--- config.mk ---
export PLATFORM = sky130hd
export DESIGN_NAME = team_08_button_conditioner
export DESIGN_NICKNAME = d
export VERILOG_FILES = /design/src/rtl/team_08_button_conditioner.sv
export SDC_FILE = /design/constraint.sdc
export NUM_CORES = 1
export LEC_CHECK = 0
export ABC_AREA = 0
export BUFFER_PORTS_ARGS = -buffer_cell sky130_fd_sc_hd__buf_2
export CORE_ASPECT_RATIO = 0.75
export CORE_MARGIN = 1.5
export CORE_UTILIZATION = 49
export DETAILED_ROUTE_END_ITERATION = 12
export GPL_TIMING_DRIVEN = 0
export PLACE_DENSITY = 0.72
export SKIP_CTS_REPAIR_TIMING = 1
export SLEW_MARGIN = 20
export SYNTH_ARGS = -nofsm -noshare
export SYNTH_HDL_FRONTEND = slang
export SYNTH_SLANG_ARGS = --single-unit
--- constraint.sdc ---
create_clock -name clk -period 2.54 [get_ports clk]
set_input_delay 0.508 -clock clk [delete_from_list [all_inputs] [get_ports clk]]
set_output_delay 0.508 -clock clk [all_outputs]
set_load 0.02 [all_outputs]
--- src/rtl/team_08_button_conditioner.sv ---
// Push-button conditioner: invert, 2-flop sync, debounce, registered press/release pulses.
// Latency: pin edge to btn_level is 2+DEBOUNCE_CYCLES edges, pulses one edge later; no backpressure.
// Optional autorepeat of btn_press while held when TEAM08_BTN_AUTOREPEAT_EN is defined.
module team_08_button_conditioner #(
    parameter int                 NUM_BTN         = 3,
    parameter int                 DEBOUNCE_CYCLES = 100000,
    parameter logic [NUM_BTN-1:0] INVERT_MASK     = 3'b100,
    parameter int                 REPEAT_DELAY    = 5000000,
    parameter int                 REPEAT_PERIOD   = 1000000
) (
    input  logic               clk,
    input  logic               nrst,
    input  logic [NUM_BTN-1:0] btn_raw,
    output logic [NUM_BTN-1:0] btn_level,
    output logic [NUM_BTN-1:0] btn_press,
    output logic [NUM_BTN-1:0] btn_release,
    output logic               any_press
);

    localparam int            CW       = $clog2(DEBOUNCE_CYCLES + 1);
    localparam logic [CW-1:0] CNT_LAST = CW'(DEBOUNCE_CYCLES - 1);

    logic [NUM_BTN-1:0] meta;
    logic [NUM_BTN-1:0] sync;
    logic [NUM_BTN-1:0] stable;
    logic [NUM_BTN-1:0] stable_d;
    logic [NUM_BTN-1:0] accept;
    logic [NUM_BTN-1:0] rise;
    logic [NUM_BTN-1:0] fall;
    logic [NUM_BTN-1:0] rep_fire;
    logic [CW-1:0]      cnt [NUM_BTN];

    // Inversion happens ahead of the synchroniser so every later stage sees active-high.
    always_ff @(posedge clk or negedge nrst) begin
        if (!nrst) begin
            meta <= '0;
            sync <= '0;
        end else begin
            meta <= btn_raw ^ INVERT_MASK;
            sync <= meta;
        end
    end

    always_comb begin
        accept = '0;
        for (int i = 0; i < NUM_BTN; i++) begin
            accept[i] = (sync[i] != stable[i]) && (cnt[i] == CNT_LAST);
        end
    end

    // Any return of sync to the accepted level throws away the partial count.
    always_ff @(posedge clk or negedge nrst) begin
        if (!nrst) begin
            stable <= '0;
            for (int i = 0; i < NUM_BTN; i++) begin
                cnt[i] <= '0;
            end
        end else begin
            for (int i = 0; i < NUM_BTN; i++) begin
                if (sync[i] == stable[i]) begin
                    cnt[i] <= '0;
                end else if (accept[i]) begin
                    stable[i] <= sync[i];
                    cnt[i]    <= '0;
                end else begin
                    cnt[i] <= cnt[i] + 1'b1;
                end
            end
        end
    end

    assign btn_level = stable;
    assign rise      = stable & ~stable_d;
    assign fall      = ~stable & stable_d;

`ifdef TEAM08_BTN_AUTOREPEAT_EN
    localparam int RPT_MAX = (REPEAT_DELAY > REPEAT_PERIOD) ? REPEAT_DELAY : REPEAT_PERIOD;
    localparam int RW      = $clog2(RPT_MAX + 1);

    logic [NUM_BTN-1:0] rep_act;
    logic [RW-1:0]      rep_cnt [NUM_BTN];

    // A repeat is withheld on the edge that accepts the release, so it never trails btn_level.
    always_comb begin
        rep_fire = '0;
        for (int i = 0; i < NUM_BTN; i++) begin
            rep_fire[i] = rep_act[i] && stable[i] && !accept[i] && (rep_cnt[i] == '0);
        end
    end

    always_ff @(posedge clk or negedge nrst) begin
        if (!nrst) begin
            rep_act <= '0;
            for (int i = 0; i < NUM_BTN; i++) begin
                rep_cnt[i] <= '0;
            end
        end else begin
            for (int i = 0; i < NUM_BTN; i++) begin
                if (!stable[i]) begin
                    rep_act[i] <= 1'b0;
                    rep_cnt[i] <= '0;
                end else if (rise[i]) begin
                    rep_act[i] <= 1'b1;
                    rep_cnt[i] <= RW'(REPEAT_DELAY - 1);
                end else if (rep_act[i]) begin
                    if (rep_cnt[i] == '0) begin
                        rep_cnt[i] <= RW'(REPEAT_PERIOD - 1);
                    end else begin
                        rep_cnt[i] <= rep_cnt[i] - 1'b1;
                    end
                end
            end
        end
    end
`else
    assign rep_fire = '0;
`endif

    always_ff @(posedge clk or negedge nrst) begin
        if (!nrst) begin
            stable_d    <= '0;
            btn_press   <= '0;
            btn_release <= '0;
            any_press   <= 1'b0;
        end else begin
            stable_d    <= stable;
            btn_press   <= rise | rep_fire;
            btn_release <= fall;
            any_press   <= |(rise | rep_fire);
        end
    end

endmodule

==> reports/metrics.cfg <==
[floorplan]
die_x_um=95.4
start_util=0.501
fp.dieArea_um2=6900
rows=25
core_um2=6260
io_pins=15
chipHeight_um=72.3

[power]
p_per_area_nw_per_um2=603
power_leakage_nw=1.47
max-vdd-ir-drop_mv=0.283

[detailed_routing]
maxUsedRoutingLayer=met4
wl_per_cell_um=13.2
firstDrtPassIters=4
drtIter0Drc=83
wl_met2_mm=2.43
drc=0
wirelength_met1_mm=2.74
vias_per_cell=5.28
antenna_left=0
vias=2170
met3_length_um=221
drt_wl_total_mm=5.42

[critical_path]
path_cells=nor4b_1 > nand2_1 > o31ai_2 > buf_2 > nor2_1
arrival_ps=2240
required_ps=2770
crit_family=compound AO/OA/AOI/OAI gates
crit_type=flop to flop
cp-end-kind=flop
path_max_fanout=10
cp-start-kind=flop
crit_buf_inv=1
slowest_stage=o31ai_2
slowest_delay_ps=580

[finish]
area_delta_synth_final_pct=12.9
drive_above_1_share=0.127
nNetsFinal=333
insertedDiodeCount=0
final_util=0.566
nFillCells=553

[logic_synthesis]
synth_common_cells=dfrtp_1, nor2_1, xnor2_1
yosysUniqueCellTypes=28
yosys-top-cells-area=dfrtp_1, xnor2_1, nor2_1
mappedNetlistArea_um2=3140
synth_ff_type=dfrtp_1
synth_seq_area_share=0.558
synth.largest_area_cell=dfrtp_1
synth_edf_count=0
synthCells=299
synth_most_common_cell=dfrtp_1
ys_warn_count=0
synthesis.nets=307
synth_top_cell_area_share=0.558
synthArstFlopShare=1.00
syn_area_per_cell_um2=10.5
ys_ff_latch=70

[global_route]
antenna_found_initial=0
grt_pass1_vias=2100
grt.total_usage=0.183
grt_pass1_wl_mm=9.54
gr-total-overflow=0
grt_max_degree=45

[clocking]
clk_pin_slew_ps=70
cts_tree=done
worstSkewPairLatency_ps=350
numCtsBuffers=9
clock_sinks=70
cts_max_path_buffers=2
root_buffer=clkbuf_8
htree_levels=3

[timing]
tns_ps=0
min_period_over_period=0.792
finalSetupViolCount=0
clock_skew_ps=11.7
period_needed_ps=2010
slew_headroom=0.603
drv_slew=0
grt_setup_unrepaired=false
hold_viol=0
worst_pin_slew_ps=592
fmax_ghz=0.497

[placement]
dp_hpwl_mm=3.80
portBuffers=14
place_congestion=0.875

[flow_run]
maxCapViolations=0

[min_path]
hold_class=primary input to asynchronous set/reset pin

[status]
outcome=finished clean

flip-flops by register name (all words and copies together) (netlist names):
signal / flops
cnt: 51
any_press: 1
meta: 3
btn_press: 3
btn_release: 3
btn_level: 3
stable_d: 3
sync: 3
layer usage:
layer,up-vias,track usage
met5,-,0
met4,0,0.0833
met3,2,0.0660
met2,45,0.266
met1,1041,0.247
li1,1082,-
cell usage in the layout (no fill, tap or decap), drive strengths merged:
master,count
dfrtp,70
nor2,55
xnor2,36
nor4,22
nand3,20
buf,19
nand2,16
nand4,13
clkbuf,13
inv,12
nor3,12
xor2,11
nor2b,6
or3,3
mux2,3
ha,3
and4,2
nand4bb,2
clkinv,2
o31ai,2
or4,2
nor4b,1
a31o,1
o21ai,1
a21oi,1
clkinvlp,1
bufinv,1
final timing paths:
kind,start,end,slack (ps),cells past startpoint
setup reg to reg,cnt[6],cnt[9],530,5
hold / removal,nrst,cnt[7],60,1
min in group clk,btn_raw[1],meta[1],260,1
hold reg to reg,meta[1],sync[1],350,0
setup / recovery,cnt[6],cnt[9],530,5
max in group asynchronous,nrst,cnt[45],1940,2
area by class of cell:
class,count,area [um^2],share of cell area
sequential,70,1750,0.495
tap,81,101,0.0286
buffer,5,30.0,0.00848
clock inverter,4,55.1,0.0155
clock buffer,12,155,0.0438
multi-input combinational,212,1310,0.370
timing repair buffer,15,92.6,0.0261
inverter,12,45.0,0.0127
worst register-to-register path: cells and delay by family (launching register included):
| kind | cells | cell delay, ps |
|---|---|---|
| and+or+nand+nor | 3 | 550 |
| buffers and inverters | 1 | 320 |
| DFF | 1 | 450 |
| AOI/OAI and AO/OA | 1 | 580 |
metrics by stage:
stage	instances	hold slack (ps)	setup slack (ps)	power (mW)	instance area, um^2
CTS	411	57.9	516	2.17	3540
global route	411	65.5	298	2.23	3540
finish	411	61.5	528	2.13	3540
floorplan	299	212	747	1.20	3140
global placement	394	334	557	1.24	3310
detailed placement	395	336	542	1.25	3330
cell families after synthesis:
logic type,after synthesis,synth area share
adder cells (fa/ha/maj),3,0.0120
XOR/XNOR,47,0.131
AO/OA/AOI/OAI,5,0.0167
flip-flops,70,0.558
AND/OR/NAND/NOR,154,0.247
multiplexers,3,0.0108
buffers and inverters,17,0.0239
power by group:
part	internal, mW	switching (mW)	leakage [nW]
Clock	0.510	0.401	0.103
Combinational	0.0240	0.0503	0.410
Sequential	1.13	0.0174	0.957
(Power assumes the default switching activity.)
